**config.mk**
```make
export PLATFORM = sky130hd
export DESIGN_NAME = reg_bank_flat
export DESIGN_NICKNAME = d
export VERILOG_FILES = /design/src/rtl/reg_bank_if.sv /design/src/rtl/reg_bank.sv /design/src/flat_wrapper.sv
export SDC_FILE = /design/constraint.sdc
export NUM_CORES = 1
export LEC_CHECK = 0
export CAP_MARGIN = 0
export CORE_MARGIN = 5
export CORE_UTILIZATION = 35
export CTS_CLUSTER_DIAMETER = 50
export CTS_CLUSTER_SIZE = 12
export DETAILED_ROUTE_END_ITERATION = 6
export PLACE_DENSITY = 0.56
export SYNTH_ARGS = -nofsm -noshare
export SYNTH_HDL_FRONTEND = slang
export SYNTH_SLANG_ARGS = --single-unit
```
**constraint.sdc**
```tcl
create_clock -name clk -period 3.7 [get_ports clk]
set_clock_uncertainty 0.05 [all_clocks]
set_input_delay 1.11 -clock clk [delete_from_list [all_inputs] [get_ports clk]]
set_output_delay 1.11 -clock clk [all_outputs]
set_load 0.01 [all_outputs]
```
**src/rtl/reg_bank_if.sv**
```systemverilog
// Op/write and dual read port bundle between the Control Unit / ALU and the register bank.
// Handshake: wr_en+op act as a valid with no back-pressure; the bank answers every valid
// non-NOP request one cycle later with exactly one of wr_ack (done) or wr_err (bad address).
interface reg_bank_if #(
  parameter int WIDTH  = 8,
  parameter int ADDR_W = 2
);
  logic              wr_en;
  logic [2:0]        op;
  logic [ADDR_W-1:0] wr_addr;
  logic [WIDTH-1:0]  wr_data;
  logic [ADDR_W-1:0] rd_a_addr;
  logic [WIDTH-1:0]  rd_a_data;
  logic [ADDR_W-1:0] rd_b_addr;
  logic [WIDTH-1:0]  rd_b_data;
  logic              flag_z;
  logic              flag_c;
  logic              wr_ack;
  logic              wr_err;

  modport master (
    output wr_en, op, wr_addr, wr_data, rd_a_addr, rd_b_addr,
    input  rd_a_data, rd_b_data, flag_z, flag_c, wr_ack, wr_err
  );

  modport slave (
    input  wr_en, op, wr_addr, wr_data, rd_a_addr, rd_b_addr,
    output rd_a_data, rd_b_data, flag_z, flag_c, wr_ack, wr_err
  );
endinterface

```
**src/rtl/reg_bank.sv**
```systemverilog
// General-purpose register bank: in-place ops on one register per cycle with Z/C flags,
// two combinational read ports with optional same-cycle forwarding of the write result.
module reg_bank #(
  parameter int WIDTH  = 8,
  parameter int NREGS  = 4,
  parameter int ADDR_W = 2,
  parameter int BYPASS = 0
) (
  input  logic     clk,
  input  logic     reset,
  reg_bank_if.slave bus
);

  typedef enum logic [2:0] {
    OP_NOP  = 3'b000,
    OP_LOAD = 3'b001,
    OP_CLR  = 3'b010,
    OP_INC  = 3'b011,
    OP_DEC  = 3'b100,
    OP_SHL  = 3'b101,
    OP_SHR  = 3'b110,
    OP_ADD  = 3'b111
  } op_e;

  localparam logic [ADDR_W:0]  LP_NREGS = (ADDR_W+1)'(NREGS);
  localparam logic [WIDTH-1:0] LP_ONE   = {{(WIDTH-1){1'b0}}, 1'b1};

  logic [WIDTH-1:0] r_regs [NREGS];
  logic             r_flag_z;
  logic             r_flag_c;
  logic             r_wr_ack;
  logic             r_wr_err;

  op_e              w_op;
  logic             w_wr_addr_ok;
  logic             w_req;
  logic             w_accept;
  logic             w_reject;
  logic [WIDTH-1:0] w_cur;
  logic [WIDTH-1:0] w_res;
  logic             w_res_c;
  logic [WIDTH:0]   w_sum;
  logic             w_rd_a_ok;
  logic             w_rd_b_ok;
  logic [WIDTH-1:0] w_rd_a_data;
  logic [WIDTH-1:0] w_rd_b_data;

  assign w_op         = op_e'(bus.op);
  assign w_wr_addr_ok = ({1'b0, bus.wr_addr} < LP_NREGS);
  assign w_req        = bus.wr_en && (w_op != OP_NOP);
  assign w_accept     = w_req && w_wr_addr_ok;
  assign w_reject     = w_req && !w_wr_addr_ok;
  assign w_cur        = w_wr_addr_ok ? r_regs[bus.wr_addr] : '0;

  // Result and carry of the selected op; flag_c passes through for ops that leave it alone.
  always_comb begin
    w_res   = w_cur;
    w_res_c = r_flag_c;
    w_sum   = '0;
    case (w_op)
      OP_LOAD: w_res = bus.wr_data;
      OP_CLR:  w_res = '0;
      OP_INC: begin
        w_sum   = {1'b0, w_cur} + {1'b0, LP_ONE};
        w_res   = w_sum[WIDTH-1:0];
        w_res_c = w_sum[WIDTH];
      end
      OP_DEC: begin
        w_res   = w_cur - LP_ONE;
        w_res_c = (w_cur == '0);
      end
      OP_SHL: begin
        w_res   = {w_cur[WIDTH-2:0], r_flag_c};
        w_res_c = w_cur[WIDTH-1];
      end
      OP_SHR: begin
        w_res   = {r_flag_c, w_cur[WIDTH-1:1]};
        w_res_c = w_cur[0];
      end
      OP_ADD: begin
        w_sum   = {1'b0, w_cur} + {1'b0, bus.wr_data};
        w_res   = w_sum[WIDTH-1:0];
        w_res_c = w_sum[WIDTH];
      end
      default: ;
    endcase
  end

  always_ff @(posedge clk) begin
    if (reset) begin
      for (int i = 0; i < NREGS; i++) r_regs[i] <= '0;
      r_flag_z <= 1'b0;
      r_flag_c <= 1'b0;
      r_wr_ack <= 1'b0;
      r_wr_err <= 1'b0;
    end else begin
      r_wr_ack <= w_accept;
      r_wr_err <= w_reject;
      if (w_accept) begin
        r_regs[bus.wr_addr] <= w_res;
        r_flag_z            <= (w_res == '0);
        r_flag_c            <= w_res_c;
      end
    end
  end

  assign w_rd_a_ok = ({1'b0, bus.rd_a_addr} < LP_NREGS);
  assign w_rd_b_ok = ({1'b0, bus.rd_b_addr} < LP_NREGS);

  // Out-of-range addresses read as zero; forwarding only ever matches a valid write address.
  always_comb begin
    w_rd_a_data = w_rd_a_ok ? r_regs[bus.rd_a_addr] : '0;
    w_rd_b_data = w_rd_b_ok ? r_regs[bus.rd_b_addr] : '0;
    if (BYPASS != 0) begin
      if (w_accept && (bus.wr_addr == bus.rd_a_addr)) w_rd_a_data = w_res;
      if (w_accept && (bus.wr_addr == bus.rd_b_addr)) w_rd_b_data = w_res;
    end
  end

  assign bus.rd_a_data = w_rd_a_data;
  assign bus.rd_b_data = w_rd_b_data;
  assign bus.flag_z    = r_flag_z;
  assign bus.flag_c    = r_flag_c;
  assign bus.wr_ack    = r_wr_ack;
  assign bus.wr_err    = r_wr_err;

endmodule

```
**src/flat_wrapper.sv**
```systemverilog
// flat-port wrapper written by rule: the top's interface ports become plain ports
module reg_bank_flat 
#(
  parameter int WIDTH  = 8,
  parameter int NREGS  = 4,
  parameter int ADDR_W = 2,
  parameter int BYPASS = 0
)
  (clk, reset, bus_wr_en, bus_op, bus_wr_addr, bus_wr_data, bus_rd_a_addr, bus_rd_b_addr, bus_rd_a_data, bus_rd_b_data, bus_flag_z, bus_flag_c, bus_wr_ack, bus_wr_err);
  reg_bank_if #(.WIDTH(WIDTH), .ADDR_W(ADDR_W)) bus_i ();
  input  logic clk;
  input  logic reset;
  input wire logic [$bits(bus_i.wr_en)-1:0] bus_wr_en;
  input wire logic [$bits(bus_i.op)-1:0] bus_op;
  input wire logic [$bits(bus_i.wr_addr)-1:0] bus_wr_addr;
  input wire logic [$bits(bus_i.wr_data)-1:0] bus_wr_data;
  input wire logic [$bits(bus_i.rd_a_addr)-1:0] bus_rd_a_addr;
  input wire logic [$bits(bus_i.rd_b_addr)-1:0] bus_rd_b_addr;
  output wire logic [$bits(bus_i.rd_a_data)-1:0] bus_rd_a_data;
  output wire logic [$bits(bus_i.rd_b_data)-1:0] bus_rd_b_data;
  output wire logic [$bits(bus_i.flag_z)-1:0] bus_flag_z;
  output wire logic [$bits(bus_i.flag_c)-1:0] bus_flag_c;
  output wire logic [$bits(bus_i.wr_ack)-1:0] bus_wr_ack;
  output wire logic [$bits(bus_i.wr_err)-1:0] bus_wr_err;
  assign bus_i.wr_en = bus_wr_en;
  assign bus_i.op = bus_op;
  assign bus_i.wr_addr = bus_wr_addr;
  assign bus_i.wr_data = bus_wr_data;
  assign bus_i.rd_a_addr = bus_rd_a_addr;
  assign bus_i.rd_b_addr = bus_rd_b_addr;
  assign bus_rd_a_data = bus_i.rd_a_data;
  assign bus_rd_b_data = bus_i.rd_b_data;
  assign bus_flag_z = bus_i.flag_z;
  assign bus_flag_c = bus_i.flag_c;
  assign bus_wr_ack = bus_i.wr_ack;
  assign bus_wr_err = bus_i.wr_err;
  reg_bank #(.WIDTH(WIDTH), .NREGS(NREGS), .ADDR_W(ADDR_W), .BYPASS(BYPASS)) u_core (.clk(clk), .reset(reset), .bus(bus_i));
endmodule
```
== Word-level counts from Yosys, hierarchy flattened ==
Memories as Yosys holds them, arrays and structs flattened.
Index checks and enable logic that the tools add are counted.
Storage, ports and cells
  register bits: 3
  memory bits (writable): 32
  input bits: 20
  output and inout port bits: 20
  word-level logic and storage cells: 31
  memories: 1
Memories
  u_core.r_regs: words 4, width 8, read ports 3, clocked after Yosys merged registers in 0, wr ports 4, RTL line reg_bank.sv:28  | logic [WIDTH-1:0] r_regs [NREGS];
Cells by class
  add/sub/neg operators: 3
  equal/unequal tests: 7
  mux-type cells: 10
  reductions and logical operators: 7
Operator list (number)
  $pmux W8 S7: 1
  $logic_not A8 Y1: 2
  $eq A3 B3 Y1 const B: 4
  $add A8 B1 Y9 const B: 1
  $add A8 B8 Y9: 1
  $mux W8: 1
  $reduce_or A8 Y1: 1
  $sub A8 B1 Y8 const B: 1
  $eq A3 B2 Y1 const B: 2
  $mux W1: 6
  $pmux W1 S5: 1
  $reduce_bool A5 Y1: 1
  $eq A3 B1 Y1 const B: 1
  $reduce_bool A3 Y1: 1
  $mux W2: 1
  $reduce_and A2 Y1: 1
  $logic_and A1 B1 Y1: 1

== Depth between registers and ports, before layout ==
Gate-level depths: netlist of the first run.
  depth after elaboration: 7
  mapped depth: 12
  depth with buffers taken out: 11

== Least setup slack after synthesis of the first run ==
Ideal clock, no wire load.
  path kind: input-to-reg
  from: input port bus_wr_addr[0]
  to: register u_core.r_flag_z (netlist: u_core.bus.flag_z)
  arrival time: 3.785 ns
  path slack: -0.251 ns
  stages on the path: 12
  path through: buf_6 mux4_2 ha_1 fa_1 nand3_1 a21boi_0 o311ai_0 a22oi_1 nor2_1 o21ai_1 and4bb_1 a41o_1
On the way
  word-level cells in the longest chain between the ends: 4
RTL lines
  start: declaration: RTL line flat_wrapper.sv:15  | input wire logic [$bits(bus_i.wr_addr)-1:0] bus_wr_addr;
  $mem_v2 Z4 W8 (*)
  $add A8 B8 Y9, or another cell as far along: RTL line reg_bank.sv:81  | w_sum = {1'b0, w_cur} + {1'b0, bus.wr_data};
  $pmux W8 S7 (*): RTL line reg_bank.sv:60  | case (w_op)
  $logic_not A8 Y1 (*): RTL line reg_bank.sv:101  | r_flag_z <= (w_res == '0);
  end signal: assignment: RTL line reg_bank.sv:101
  end: declaration: RTL line reg_bank.sv:29  | logic r_flag_z;
Every way passes the cells marked *; elsewhere a longest branch is shown, timed or not.
A chain may end at the register's enable or synchronous reset.

== Worst setup path after layout of the first run ==
Same ends and word-level chain as after synthesis.

==> flow_summary_export.csv, run 1 <==
group,metric,value,unit
run_status,status,"finished clean",
synth,synthCells,310,
setup_path,reg2regPathDepth,10,
route,routedWlPerCell,18.4,µm
sta,rsz0062_at_grt,"no",
flow_run,maxCapViolCount,0,
cts,cts_max_level,2,
global_routing,grt_pass1_vias,2879,
power,swShare,0.319,
sta,setup_viol,0,
sta,slew_headroom,0.379,
power,p_per_area,292,nW/µm²
sta,hold_ws,0.524,ns
power,comb_power_share,0.417,
global_routing,grt_overflow,0,
sta,drv_slew,0,
placed_design,dpl.hpwl,7460,µm
die,num_rows,34,
route,drt-pass1-iter-count,5,
synth,synthTopCellsByCount,"nor2_1 (53), edfxtp_1 (32), mux4_2 (23), nand2_1 (23), o21ai_0 (18)",
route,drt_iter0_drc,254,
die,start_util,0.356,
setup_path,path_depth,11,
placed_design,io_buffer_count,38,
global_routing,grtUsageMet3,0.0230,
die,io_pins,40,
synth,synth_seq_cells,35,
synth,synth_edf_count,32,
setup_path,setup.worst_path.end_class,"flip-flop",
synth,ys.flop_type,"edfxtp_1",
die,fp.dieArea,10800,µm²
setup_path,r2r_end,"u_core.bus.flag_z",
route,drc_errors,0,
synth,yosysMostFrequentCell,"nor2_1",
die,die_h,104,µm
synth,netlist_area,3090,µm²
setup_path,cp.required,3.83,ns
setup_path,critPathKind,"in2reg",
global_routing,grtUsageMet2,0.305,
synth,seq_area_frac_synth,0.330,
setup_path,critPathArrivalTime,3.72,ns
die,coreArea,8680,µm²
cts,cts-root-buf,"clkbuf_8",
final_layout,layout-drive-gt1-share,0.342,
global_routing,grt_pass1_wl,15100,µm
hold_path,hp-start,"u_core.bus.flag_c",
final_layout,num_antenna_cells,0,
power,leakage,1.66,nW
setup_path,path_buf_inv,1,
cts,clkTransAtPathRegs,0.07,ns
setup_path,cpPeakStageDelay,0.56,ns
power,peakVddDrop,0.000146,V
setup_path,worstPathCellList,"clkbuf_4 -> mux4_2 -> ha_4 -> fa_2 -> nand3_4 -> a21boi_4 -> or3_1 -> a311o_1 -> o311ai_2 -> a221oi_2 -> a41o_1",
sta,hold_viol,0,
sta,worst_pin_slew,0.929,ns
cts,clock_sink_count,35,
power,seq_power_share,0.379,
hold_path,holdCritPathClass,"reg2reg",
route,ant_nets,0,
synth,synth_top_area_frac,0.311,
power,netSwitchingPower,0.399,mW
die,fp.dieW,104,µm
global_routing,track_usage,0.174,
hold_path,whs_path_depth,2,
synth,ys_warn_count,0,
cts,clock_latency,0.28,ns
synth,synthArstFlopShare,0,
final_layout,area_delta_synth_final,38.6,%
power,pwr-share-clk,0.205,
cts,cts_tree,"built",
global_routing,grt_start_max_net_pins,16,
synth,yosys.area.top_type,"edfxtp_1",
setup_path,path_max_fanout,5,
setup_path,r2r-start,"u_core.r_regs[3][0]",
final_layout,final_cells,511,
route,wl,9400,µm
sta,fmax,279,MHz
synth,synthTopCellsByArea,"edfxtp_1 (31%), mux4_2 (17%), nor2_1 (6.4%)",
placed_design,dp_cells,503,
final_layout,nNetsFinal,434,
hold_path,hold_path_end,"u_core.bus.flag_c",
setup_path,cp_top_family,"compound AO/OA/AOI/OAI gates",
synth,syn_nets,341,
global_routing,gr-usage-met1,0.225,
global_routing,antenna_found_initial,0,
sta,post-route-period-util,0.969,
placed_design,gp_routability_congestion,0.898,
placed_design,place_area,4130,µm²
setup_path,rrSetupSlack,0.66,ns
setup_path,crit_slowest_cell,"mux4_2",
cts,clockBufferDepth,2,
synth,synth.distinct_cells,54,
final_layout,stdcell_area,4290,µm²
synth,avgSynthCellArea,9.98,µm²
global_routing,grt.busiest_layer,"met2",
power,intPower,0.852,mW
setup_path,startpoint_type,"input port",
power,p_total,1.25,mW
route,vias_per_cell,5.54,
sta,period_minus_slack,3.59,ns
cts,cts_buffers,5,
route,num_vias,2830,
[layout by cell type, fill, tap and decap left out, types with 5 or more instances in the layout]
master / instances
nand3_1: 11
inv_1: 7
clkbuf_8: 5
o22ai_1: 5
buf_12: 6
nor2_1: 53
mux2_2: 5
o21ai_0: 16
nand2_1: 23
ha_1: 6
edfxtp_1: 32
clkdlybuf4s15_1: 10
buf_4: 66
a21oi_1: 8
clkdlybuf4s50_1: 18
xnor2_1: 10
mux2i_1: 8
nand2b_1: 5
mux4_2: 23
[cells by family after synthesis]
kind of cell / share of synthesized area
xor+xnor: 0.0396
mux: 0.212
fa+ha+maj: 0.0469
flops: 0.330
other cells: 0.00121
buf+inv: 0.0465
simple gates: 0.190
compound gates: 0.134
[power by group through the flow]
| stage | sequential [mW] | clock, mW | combinational, mW |
|---|---|---|---|
| global route | 0.477 | 0.273 | 0.566 |
| detailed placement | 0.482 | 0 | 0.508 |
| finish | 0.474 | 0.256 | 0.521 |
| CTS | 0.473 | 0.261 | 0.506 |
| global placement | 0.481 | 0 | 0.504 |
| floorplan | 0.475 | 0 | 0.284 |
[stage by stage]
| stage | setup slack (ns) | TNS, ns | utilization |
|---|---|---|---|
| final | 0.114 | 0 | 0.494 |
| after global placement | -0.670 | -20.16 | 0.476 |
| after CTS | 0.00167 | 0 | 0.486 |
| after global routing | 0.0124 | 0 | 0.494 |
| after detailed placement | -0.719 | -21.25 | 0.476 |
| after floorplan | -0.0401 | -0.0759 | - |
[worst max path at each step]
stage                startpoint                 to  slack (ns)
3_3_place_gp     bus_wr_addr[0]  u_core.bus.flag_z       -0.67
2_1_floorplan    bus_wr_addr[0]  u_core.bus.flag_z       -0.04
5_1_grt          bus_wr_addr[0]  u_core.bus.flag_z        0.01
3_5_place_dp     bus_wr_addr[0]  u_core.bus.flag_z       -0.72
4_1_cts        bus_rd_a_addr[0]   bus_rd_a_data[4]       0.002
6_report         bus_wr_addr[0]  u_core.bus.flag_z        0.11
[flip-flops by register name (all words and copies together), names as in the netlist]
name,flops
u_core.bus.flag_c,1
u_core.r_regs,32
u_core.bus.wr_ack,1
u_core.bus.flag_z,1
[layer usage]
layer  part of all wire  vias up  wire, µm
met5                  0        -         0
met4              0.015        0       144
met3              0.063       12       591
met2               0.53       89      4980
met1               0.39     1373      3690
li1                   -     1356         -
[cell type report]
type / instances / area (µm²)
clock buffer: 5 / 68.8
clock inverter: 2 / 8.76
fill: 822 / 4390
inverter: 7 / 26.3
multi-input combinational: 244 / 2050
sequential: 35 / 1020
tap: 108 / 135
timing repair buffer: 110 / 978
[what timing repair did]
action	4_1_cts	5_1_grt
gates resized for setup	50	15
pin swaps	1	10
setup endpoints to repair	46	28
hold buffers	0	0
buffers inserted	0	1
[tightest hold or removal path: stages (launching register included)]
cell	delay (ns)
dfxtp_1	0.37
o21ai_0	0.10
a21oi_1	0.06
(Power assumes the default switching activity.)
==> run 2: changes to the inputs <==
--- a/config.mk
+++ b/config.mk
@@ -5,13 +5,14 @@
 export SDC_FILE = /design/constraint.sdc
 export NUM_CORES = 1
 export LEC_CHECK = 0
+export ABC_AREA = 1
 export CAP_MARGIN = 0
 export CORE_MARGIN = 5
 export CORE_UTILIZATION = 35
 export CTS_CLUSTER_DIAMETER = 50
 export CTS_CLUSTER_SIZE = 12
 export DETAILED_ROUTE_END_ITERATION = 6
-export PLACE_DENSITY = 0.56
+export PLACE_DENSITY = 0.55
 export SYNTH_ARGS = -nofsm -noshare
 export SYNTH_HDL_FRONTEND = slang
 export SYNTH_SLANG_ARGS = --single-unit
==> run 2 against run 1 <==
  * Via count up 33%
  * Maximum frequency shrank 1.1%
  * Critical path depth decreased by 5
  * Final area increased by 2.7%
  * Wire length is 16% higher
  * Largest cell class unchanged
==> flow_summary_export.csv, run 2 <==
group,metric,value,unit
global_routing,grtUsageMet2,0.312,
power,netSwitchingPower,0.424,mW
synth,synth.distinct_cells,36,
synth,synthArstFlopShare,0,
synth,synthTopCellsByArea,"edfxtp_1 (29%), nand2_1 (14%), nor2_1 (9.5%)",
global_routing,grt_pass1_wl,17600,µm
global_routing,track_usage,0.192,
route,routedWlPerCell,14.8,µm
placed_design,gp_routability_congestion,0.947,
hold_path,holdCritPathClass,"reg2reg",
die,start_util,0.357,
synth,synth_edf_count,32,
route,ant_nets,0,
global_routing,grt_pass1_vias,3617,
synth,netlist_area,3300,µm²
global_routing,gr-usage-met1,0.269,
sta,setup_ws,0.0725,ns
setup_path,path_max_fanout,16,
cts,clockBufferDepth,2,
route,drt-pass1-iter-count,5,
final_layout,area_delta_synth_final,33.2,%
route,drt_iter0_drc,315,
placed_design,pre_cts_ws,-0.263,ns
synth,seq_area_frac_synth,0.309,
power,leakage,2.06,nW
die,num_rows,35,
setup_path,critPathKind,"in2out",
setup_path,startpoint_type,"input port",
synth,synthTopCellsByCount,"nand2_1 (127), nor2_1 (84), nand3_1 (62)",
setup_path,critPathArrivalTime,2.47,ns
route,wl,10900,µm
die,fp.dieW,107,µm
cts,cts_max_level,2,
route,num_vias,3775,
final_layout,layout-drive-gt1-share,0.203,
cts,clock_latency,0.28,ns
setup_path,setup.worst_path.end_class,"output pin",
synth,synth_top_area_frac,0.291,
synth,yosysMostFrequentCell,"nand2_1",
sta,setup_viol,0,
final_layout,num_antenna_cells,0,
sta,rsz0062_at_grt,"no",
placed_design,dpl.hpwl,8920,µm
final_layout,fill_cells,961,
synth,ys_warn_count,0,
power,p_total,1.21,mW
power,swShare,0.352,
die,fp.dieArea,11500,µm²
synth,yosys.area.top_type,"edfxtp_1",
global_routing,grt.busiest_layer,"met2",
setup_path,rrSetupSlack,1.05,ns
cts,post_cts_resized,20,
final_layout,largest_register_ffs,32,
synth,synthCells,502,
power,pwr-share-clk,0.215,
sta,drv_slew,0,
placed_design,io_buffer_count,38,
power,peakVddDrop,0.000228,V
die,die_h,107,µm
power,intPower,0.782,mW
cts,cts-root-buf,"clkbuf_8",
global_routing,antenna_found_initial,0,
final_layout,mostFrequentLayoutCell,"nand2_1",
power,comb_power_share,0.390,
final_layout,mostFrequentLayoutCells,"nand2_1 (127), nor2_1 (84), buf_4 (66)",
synth,ys.flop_type,"edfxtp_1",
cts,cts_buffers,5,
cts,clock_sink_count,35,
cts,cts_setup_buffers,0,
power,p_per_area,274,nW/µm²
final_layout,utilization,0.476,
sta,fmax,276,MHz
synth,syn_nets,533,
flow_run,maxCapViolCount,0,
die,coreArea,9240,µm²
cts,cts_tree,"built",
cts,clkTransAtPathRegs,0.07,ns
final_layout,regMostFlops,"u_core.r_regs",
sta,post-route-period-util,0.980,
global_routing,grt_start_max_net_pins,17,
setup_path,cp.required,2.54,ns
final_layout,nNetsFinal,636,
synth,synth_seq_cells,35,
synth,avgSynthCellArea,6.58,µm²
sta,hold_viol,0,
sta,hold_ws,0.426,ns
cts,cts_hold_buffers,0,
power,seq_power_share,0.395,
run_status,status,"finished clean",
global_routing,grtUsageMet3,0.0289,
sta,period_minus_slack,3.63,ns
route,vias_per_cell,5.14,
global_routing,grt_overflow,0,
route,drc_errors,0,
die,io_pins,40,
-- run 2: cell types whose count changed in the layout (fill, tap and decap cells not counted), sizes merged, moves of 22 or more --
cell,delta
nand2,+119
nand3,+56
mux4,-23
inv,+44
o21ai,+22
nor2,+38
-- run 2: layout make-up --
type | count | area [µm²] | area share
Clock inverter | 2 | 8.76 | 0.00199
Inverter | 52 | 195 | 0.0444
Timing Repair Buffer | 108 | 938 | 0.213
Clock buffer | 5 | 68.8 | 0.0156
Multi-Input combinational cell | 403 | 2010 | 0.456
Sequential cell | 35 | 1020 | 0.232
Tap cell | 129 | 161 | 0.0367
-- run 2: power by group through the flow --
stage / Sequential, mW / Clock, mW / Combinational (mW)
after global placement: 0.485 / 0 / 0.477
after floorplan: 0.476 / 0 / 0.264
after CTS: 0.476 / 0.262 / 0.469
after global routing: 0.479 / 0.285 / 0.522
after detailed placement: 0.485 / 0 / 0.481
final: 0.477 / 0.259 / 0.471
-- run 2: per-stage QoR --
step / std cells / setup TNS (ns) / cell area (µm²)
global placement: 727 / -5.73 / 4340
CTS: 734 / 0 / 4390
global route: 734 / 0 / 4400
detailed placement: 727 / -6.60 / 4340
finish: 734 / 0 / 4400
floorplan: 502 / 0 / 3300
-- run 2: critical path, cell delays in order --
cell and delay, ns:
clkdlybuf4s50_1 0.53, inv_1 0.09, buf_12 0.15, o21ai_0 0.17, o22ai_1 0.12, dlygate4sd2_1 0.30
-- run 2: path summary, 6_finish.rpt --
check	to	depth (start not counted)	startpoint
worst max-delay path	bus_rd_a_data[2]	6	bus_rd_a_addr[0]
worst min-delay path	u_core.bus.flag_z	2	u_core.bus.flag_z
worst max register to register	u_core.bus.flag_z	18	u_core.r_regs[0][0]
worst min register to register	u_core.bus.flag_z	2	u_core.bus.flag_z
-- run 2: layer usage --
layer / vias to the layer above / wire length (µm)
met5: - / 0
met4: 0 / 150
met3: 13 / 699
met2: 145 / 4960
met1: 1740 / 5060
li1: 1877 / -
-- run 2: cells by family (layout without fill, tap and decap cells) --
group,after synthesis,count (layout),share of synthesized area
other,1,1,0.00114
buffers and inverters,64,167,0.0837
flip-flops,35,35,0.309
AND/OR/NAND/NOR,317,317,0.434
AO/OA/AOI/OAI,74,74,0.128
adder cells (fa/ha/maj),11,11,0.0439
